[src/rtl/fir_inverse.sv]
// Recovers x from y = h*x for the fixed FIR h=[1,2,3,4], one tap per cycle, modulo 2^DATA_WIDTH.
// Optional FIR_INV_COUNT_EN adds a 16-bit count of completed output handshakes.
module fir_inverse #(
  parameter int DATA_WIDTH = 16
) (
  input  logic                  clk,
  input  logic                  rst,
  input  logic [DATA_WIDTH-1:0] y_in,
  input  logic                  y_valid,
  output logic                  y_ready,
  output logic [DATA_WIDTH-1:0] x_out,
  output logic                  x_valid,
  input  logic                  x_ready
`ifdef FIR_INV_COUNT_EN
  ,
  output logic [15:0]           x_count
`endif
);

  typedef enum logic [2:0] {IDLE, MAC1, MAC2, MAC3, OUT} state_t;

  state_t                         state, state_nxt;
  logic [DATA_WIDTH-1:0]          acc;
  logic [DATA_WIDTH-1:0]          tap;
  logic [2:0][DATA_WIDTH-1:0]     x_hist;
  logic                           out_hs;

  always_ff @(posedge clk) begin
    if (rst) state <= IDLE;
    else     state <= state_nxt;
  end

  always_comb begin
    state_nxt = state;
    unique case (state)
      IDLE:    if (y_valid) state_nxt = MAC1;
      MAC1:    state_nxt = MAC2;
      MAC2:    state_nxt = MAC3;
      MAC3:    state_nxt = OUT;
      OUT:     if (x_ready) state_nxt = IDLE;
      default: state_nxt = IDLE;
    endcase
  end

  always_comb begin
    y_ready = (state == IDLE) && !rst;
    x_valid = (state == OUT);
  end

  assign x_out  = acc;
  assign out_hs = x_valid && x_ready;

  // Tap products built from shifts/adds; truncation gives the modulo arithmetic.
  always_comb begin
    tap = '0;
    unique case (state)
      MAC1:    tap = x_hist[0] << 1;
      MAC2:    tap = x_hist[1] + (x_hist[1] << 1);
      MAC3:    tap = x_hist[2] << 2;
      default: tap = '0;
    endcase
  end

  always_ff @(posedge clk) begin
    if (rst) begin
      acc    <= '0;
      x_hist <= '0;
    end else begin
      unique case (state)
        IDLE:              if (y_valid) acc <= y_in;
        MAC1, MAC2, MAC3:  acc <= acc - tap;
        default:           acc <= acc;
      endcase
      if (out_hs) x_hist <= {x_hist[1], x_hist[0], acc};
    end
  end

`ifdef FIR_INV_COUNT_EN
  always_ff @(posedge clk) begin
    if (rst)         x_count <= '0;
    else if (out_hs) x_count <= x_count + 16'd1;
  end
`endif

endmodule
[config.mk]
export PLATFORM = sky130hd
export DESIGN_NAME = fir_inverse
export DESIGN_NICKNAME = d
export VERILOG_FILES = /design/src/rtl/fir_inverse.sv
export SDC_FILE = /design/constraint.sdc
export NUM_CORES = 1
export LEC_CHECK = 0
export ABC_CLOCK_PERIOD_IN_PS = 4800
export CAP_MARGIN = 20
export CORE_ASPECT_RATIO = 1.75
export CORE_MARGIN = 5
export CORE_UTILIZATION = 58
export DETAILED_ROUTE_END_ITERATION = 7
export GPL_TIMING_DRIVEN = 0
export PLACE_DENSITY = 0.81
export REMOVE_ABC_BUFFERS = 1
export SLEW_MARGIN = 20
export SYNTH_ARGS = -nofsm -noshare
export SYNTH_HDL_FRONTEND = slang
export SYNTH_SLANG_ARGS = --single-unit
[constraint.sdc]
create_clock -name clk -period 4.8 [get_ports clk]
set_clock_uncertainty 0.2 [all_clocks]
set_input_delay 0.72 -clock clk [delete_from_list [all_inputs] [get_ports clk]]
set_output_delay 0.72 -clock clk [all_outputs]
set_load 0.02 [all_outputs]
Word level (Yosys, flattened, before mapping)
Cells that the tools add are included.
{"block": "totals", "latchBits": 0, "output_inout_bits": 18, "wordCells": 27, "romBits": 0, "memories": 0, "ram_bits": 0, "register_bits": 65}
{"block": "op_classes", "n_mul": 0, "magnitude_cmp": 0, "n_div": 0, "shift": 0, "bitwise_logic": 0, "reduce_logical": 8, "add_sub_neg": 2, "n_mux": 6, "eq_ne": 6}
{"operator": "16-bit case mux with 3 select lines", "n": 1}
{"operator": "16-bit case mux with 2 select lines", "n": 1}
{"operator": "16-bit adder", "n": 1}
{"operator": "16-bit two-way mux", "n": 1}
{"operator": "16-bit subtractor", "n": 1}
{"operator": "3-bit case mux with 5 select lines", "n": 1}
{"operator": "3-bit by 2-bit equality test with 1-bit output, second input constant", "n": 2}
{"operator": "3-bit two-way mux", "n": 2}
{"operator": "2-bit AND reduction", "n": 2}
{"operator": "3-bit by 1-bit equality test with 1-bit output, second input constant", "n": 1}
{"operator": "3-bit equality test, second input constant", "n": 1}
{"operator": "3-bit logical NOT", "n": 1}
{"operator": "3-bit OR reduction", "n": 1}
{"operator": "1-bit logical AND", "n": 2}
{"operator": "2-bit by 1-bit inequality test with 1-bit output, second input constant", "n": 1}
{"operator": "2-bit inequality test, second input constant", "n": 1}
{"operator": "2-bit nonzero test", "n": 1}
{"operator": "1-bit logical NOT", "n": 1}

Logic depth before layout (Yosys ltp)
{"block": "depth", "word_depth": 4, "ltp_mapped": 16}

Least setup slack after synthesis
Ideal clock, no wire load.
{"block": "synth_timing", "path_kind": "reg2reg", "startpoint": "reg x_hist[17] (netlist name)", "endpoint": "reg acc[14], in the netlist x_out[14]", "stages_incl_launch_ff": 17, "setup_ns": 0.060, "period_less_slack_ns": 3.981, "arrival_time_ns": 3.721, "t_required_ns": 4.540, "n_path_buf": 0, "setup_slack_ns": 0.819, "cell_sequence": "dfxtp_1 -> ha_1 -> fa_1 -> a211oi_1 -> o21bai_1 -> a21oi_1 -> xnor2_1 -> a22o_1 -> nand2_1 -> ha_1 -> a21o_1 -> a21o_1 -> a41o_1 -> a221oi_1 -> xor2_1 -> a2111oi_0 -> a31o_1"}
{"block": "synth_between", "elab_chain_len": 4}
{"item": "from (decl)", "line_no": "25", "text": "logic [2:0][DATA_WIDTH-1:0] x_hist;"}
{"item": "from (signal assigned)", "line_no": "74", "text": "if (out_hs) x_hist <= {x_hist[1], x_hist[0], acc};"}
{"item": "16-bit adder", "line_no": "58", "text": "MAC2: tap = x_hist[1] + (x_hist[1] << 1);"}
{"item": "16-bit case mux with 3 select lines", "line_no": "56", "text": "unique case (state)"}
{"item": "16-bit subtractor", "line_no": "71", "text": "MAC1, MAC2, MAC3: acc <= acc - tap;"}
{"item": "16-bit case mux with 2 select lines", "line_no": "69", "text": "unique case (state)"}
{"item": "to (signal assigned)", "line_no": "70", "text": "IDLE: if (y_valid) acc <= y_in;"}
{"item": "to (signal assigned)", "line_no": "71"}
{"item": "to (decl)", "line_no": "23", "text": "logic [DATA_WIDTH-1:0] acc;"}
Every way passes these cells.
A chain may end at the register's enable or synchronous reset.

Final worst setup path
Ends and elaborated chain as after synthesis.

==> impl_results.md <==
- Vias per cell: 6.20
- Crit end category: flip-flop
- ANT nets after route: 0
- Worst vdd ir: 0.236 mV
- Critical path type: reg2reg
- Global-route wire length before repair: 19.2 mm
- Remaining global-route overflow: 0
- Max_cap viols: 0
- DIE AREA: 9170 µm²
- Most frequent cells in the layout: nand2_1, a21oi_1, dfxtp_1
- Setup slack, reg-to-reg: 0.32 ns
- GP Congestion: 0.895
- Min Tclk post-route: 4.48 ns
- Status: finished, final reports clean
- Asr flop ratio synth: 0%
- CORE AREA: 7180 µm²
- Initial antenna violation count: 0
- Pwr per Cell Area: 375 nW/µm²
- Final hold slack: 0.255 ns
- CP startpoint kind: flip-flop
- Cts hold-fix bufs: 0
- Post-synth EDFFs: 0
- Final setup violation count: 0
- Final net count: 629
- # port buffers: 37
- Clk Latency, worst-skew pair: 0.33 ns
- Drt drc: 0
- Total power: 1850 µW
- Worst R2R Path Depth: 15
- CTS Root Cell: clkbuf_16
- Sequential area share after synthesis: 30.7%
- Slew @ Worst Pin: 1.03 ns
- # diodes: 0
- Detail Placement HPWL: 8.39 mm
- 1st-iter DRT viols: 245
- Vias: 4120
- Vias in the first global route: 4181
- Largest net degree at the start of global routing: 69
- FF+latch count, synth: 65
- CTS H-tree depth: 3
- Slew Limit Headroom: 30.9%
- Cell count after synthesis: 553
- Drt wl/cell: 17.7 µm
- Die Span Y: 123 µm
- Post-route clock period utilization: 93.4%
- Total GRT Usage: 27.4%
- Post-CTS Setup Repair Bufs: 0
- Die W: 74.6 µm
- Setup TNS: 0 ns
- Ys Warns: 0
- # rows: 41
- Initial Util: 58.9%
- Commonest non-fill, non-tap cell in the layout: nand2_1
- WP data required: 4.87 ns
- Worst hold path cell count: 2
- Ys flop type: dfxtp_1
- TritonCTS clock tree: built
- Max FO, Critical Path: 5
- RSZ-0062 raised after global routing: false
- Clk buf depth: 2
- Hold Path Class: reg2reg
- Mean post-synth cell area: 7.65 µm²
- TritonRoute pass-1 iters: 5
- Peak Freq: 223 MHz
- Routed wire length: 11.8 mm
- Mapped cell area: 4230 µm²
- Leak Pwr: 0.00192 µW
- Synth-to-layout area growth: 16.4%
- Number of distinct library cells after synthesis: 63
- Hold Fails Final Rpt: 0
- Layout cells sized above 1: 5.70%
- Slew Limit Fails: 0
- CP Data Arrival Time: 4.55 ns
- Io pins: 38
- Filler Cell Count: 660
- CTS buffer count: 9
- Total clock sinks: 65
- Clock transition at path regs: 0.05 ns
==> path summary, 6_finish.rpt <==
path / start / to
hold / removal: x_hist[43]$_SDFFE_PP0P_ / x_hist[43]$_SDFFE_PP0P_
setup reg to reg: x_hist[17]$_SDFFE_PP0P_ / x_out[14]$_SDFFE_PP0P_
setup / recovery: x_hist[17]$_SDFFE_PP0P_ / x_out[14]$_SDFFE_PP0P_
hold reg to reg: x_hist[43]$_SDFFE_PP0P_ / x_hist[43]$_SDFFE_PP0P_
==> report_power, final <==
| group | internal, µW | leakage, µW | switching, µW |
|---|---|---|---|
| clock network | 385 | 0.000144 | 229 |
| registers | 573 | 0.000528 | 55.6 |
| logic | 271 | 0.00124 | 335 |
==> cells in the mapped netlist, types with 7 or more instances <==
cell,instances,area [µm²]
mux2i_1,9,90.1
nor2_1,30,113
o21ai_0,14,70.1
nor3_1,10,50.1
a211oi_1,9,67.6
dfxtp_1,65,1300
xnor2_1,12,105
o21ai_1,10,50.1
a21oi_1,79,395
mux2_2,7,78.8
ha_1,32,400
clkbuf_1,24,90.1
inv_1,10,37.5
a21o_1,8,60.1
nand2_1,125,469
==> metrics by stage <==
step	area, µm²	utilization, %	setup WS, ns	instances
after floorplan	4110	-	0.825	525
after global placement	4590	63.9	0.127	648
after detailed placement	4640	64.6	0.0866	650
after CTS	4920	68.5	0.0911	665
after global routing	4930	68.6	0.0522	665
final	4930	68.6	0.319	665
==> what timing repair did <==
action	in CTS	in global routing
resized for setup	0	2
hold endpoints to repair	0	0
setup endpoints to repair	0	1
==> worst max-delay path, cell delays in order (launching register included) <==
cell,delay [ns]
dfxtp_1,0.37
ha_1,0.25
fa_1,0.44
a211oi_1,0.41
o21ai_1,0.19
a41oi_1,0.37
xnor2_1,0.16
a22o_1,0.16
nand2_1,0.06
ha_1,0.35
and2_1,0.21
a41o_1,0.25
a221oi_1,0.33
xor2_1,0.12
a2111oi_1,0.39
a31o_1,0.15
==> logic make-up after synthesis <==
logic type	share of synthesized area, %
simple gates	22.0
compound gates	25.3
flops	30.7
buf+inv	3.84
fa+ha+maj	10.4
xor+xnor	3.72
mux	3.99
==> state kept, by name, indices dropped and copies added (netlist names) <==
name and cells:
x_hist 46, x_out 16, state 3
==> cell type report <==
class,count,area (µm²),share of cell area [%]
Clock inverter,3,15.0,0.305
Sequential cell,65,1300,26.4
Timing Repair Buffer,39,415,8.43
Inverter,11,41.3,0.838
Multi-Input combinational cell,449,2780,56.4
Clock buffer,12,267,5.41
Tap cell,86,108,2.18
==> per-layer routing <==
| metal | share of wire [%] | routed length [µm] | track usage (%) | vias up |
|---|---|---|---|---|
| met2 | 55 | 6470 | 50.8 | 122 |
| met3 | 3.8 | 446 | 4.07 | 39 |
| met4 | 4.4 | 518 | 16.0 | 0 |
| li1 | - | - | - | 2013 |
| met5 | 0 | 0 | 0 | - |
| met1 | 37 | 4340 | 27.7 | 1946 |
Power figures use the tool's default switching activity.
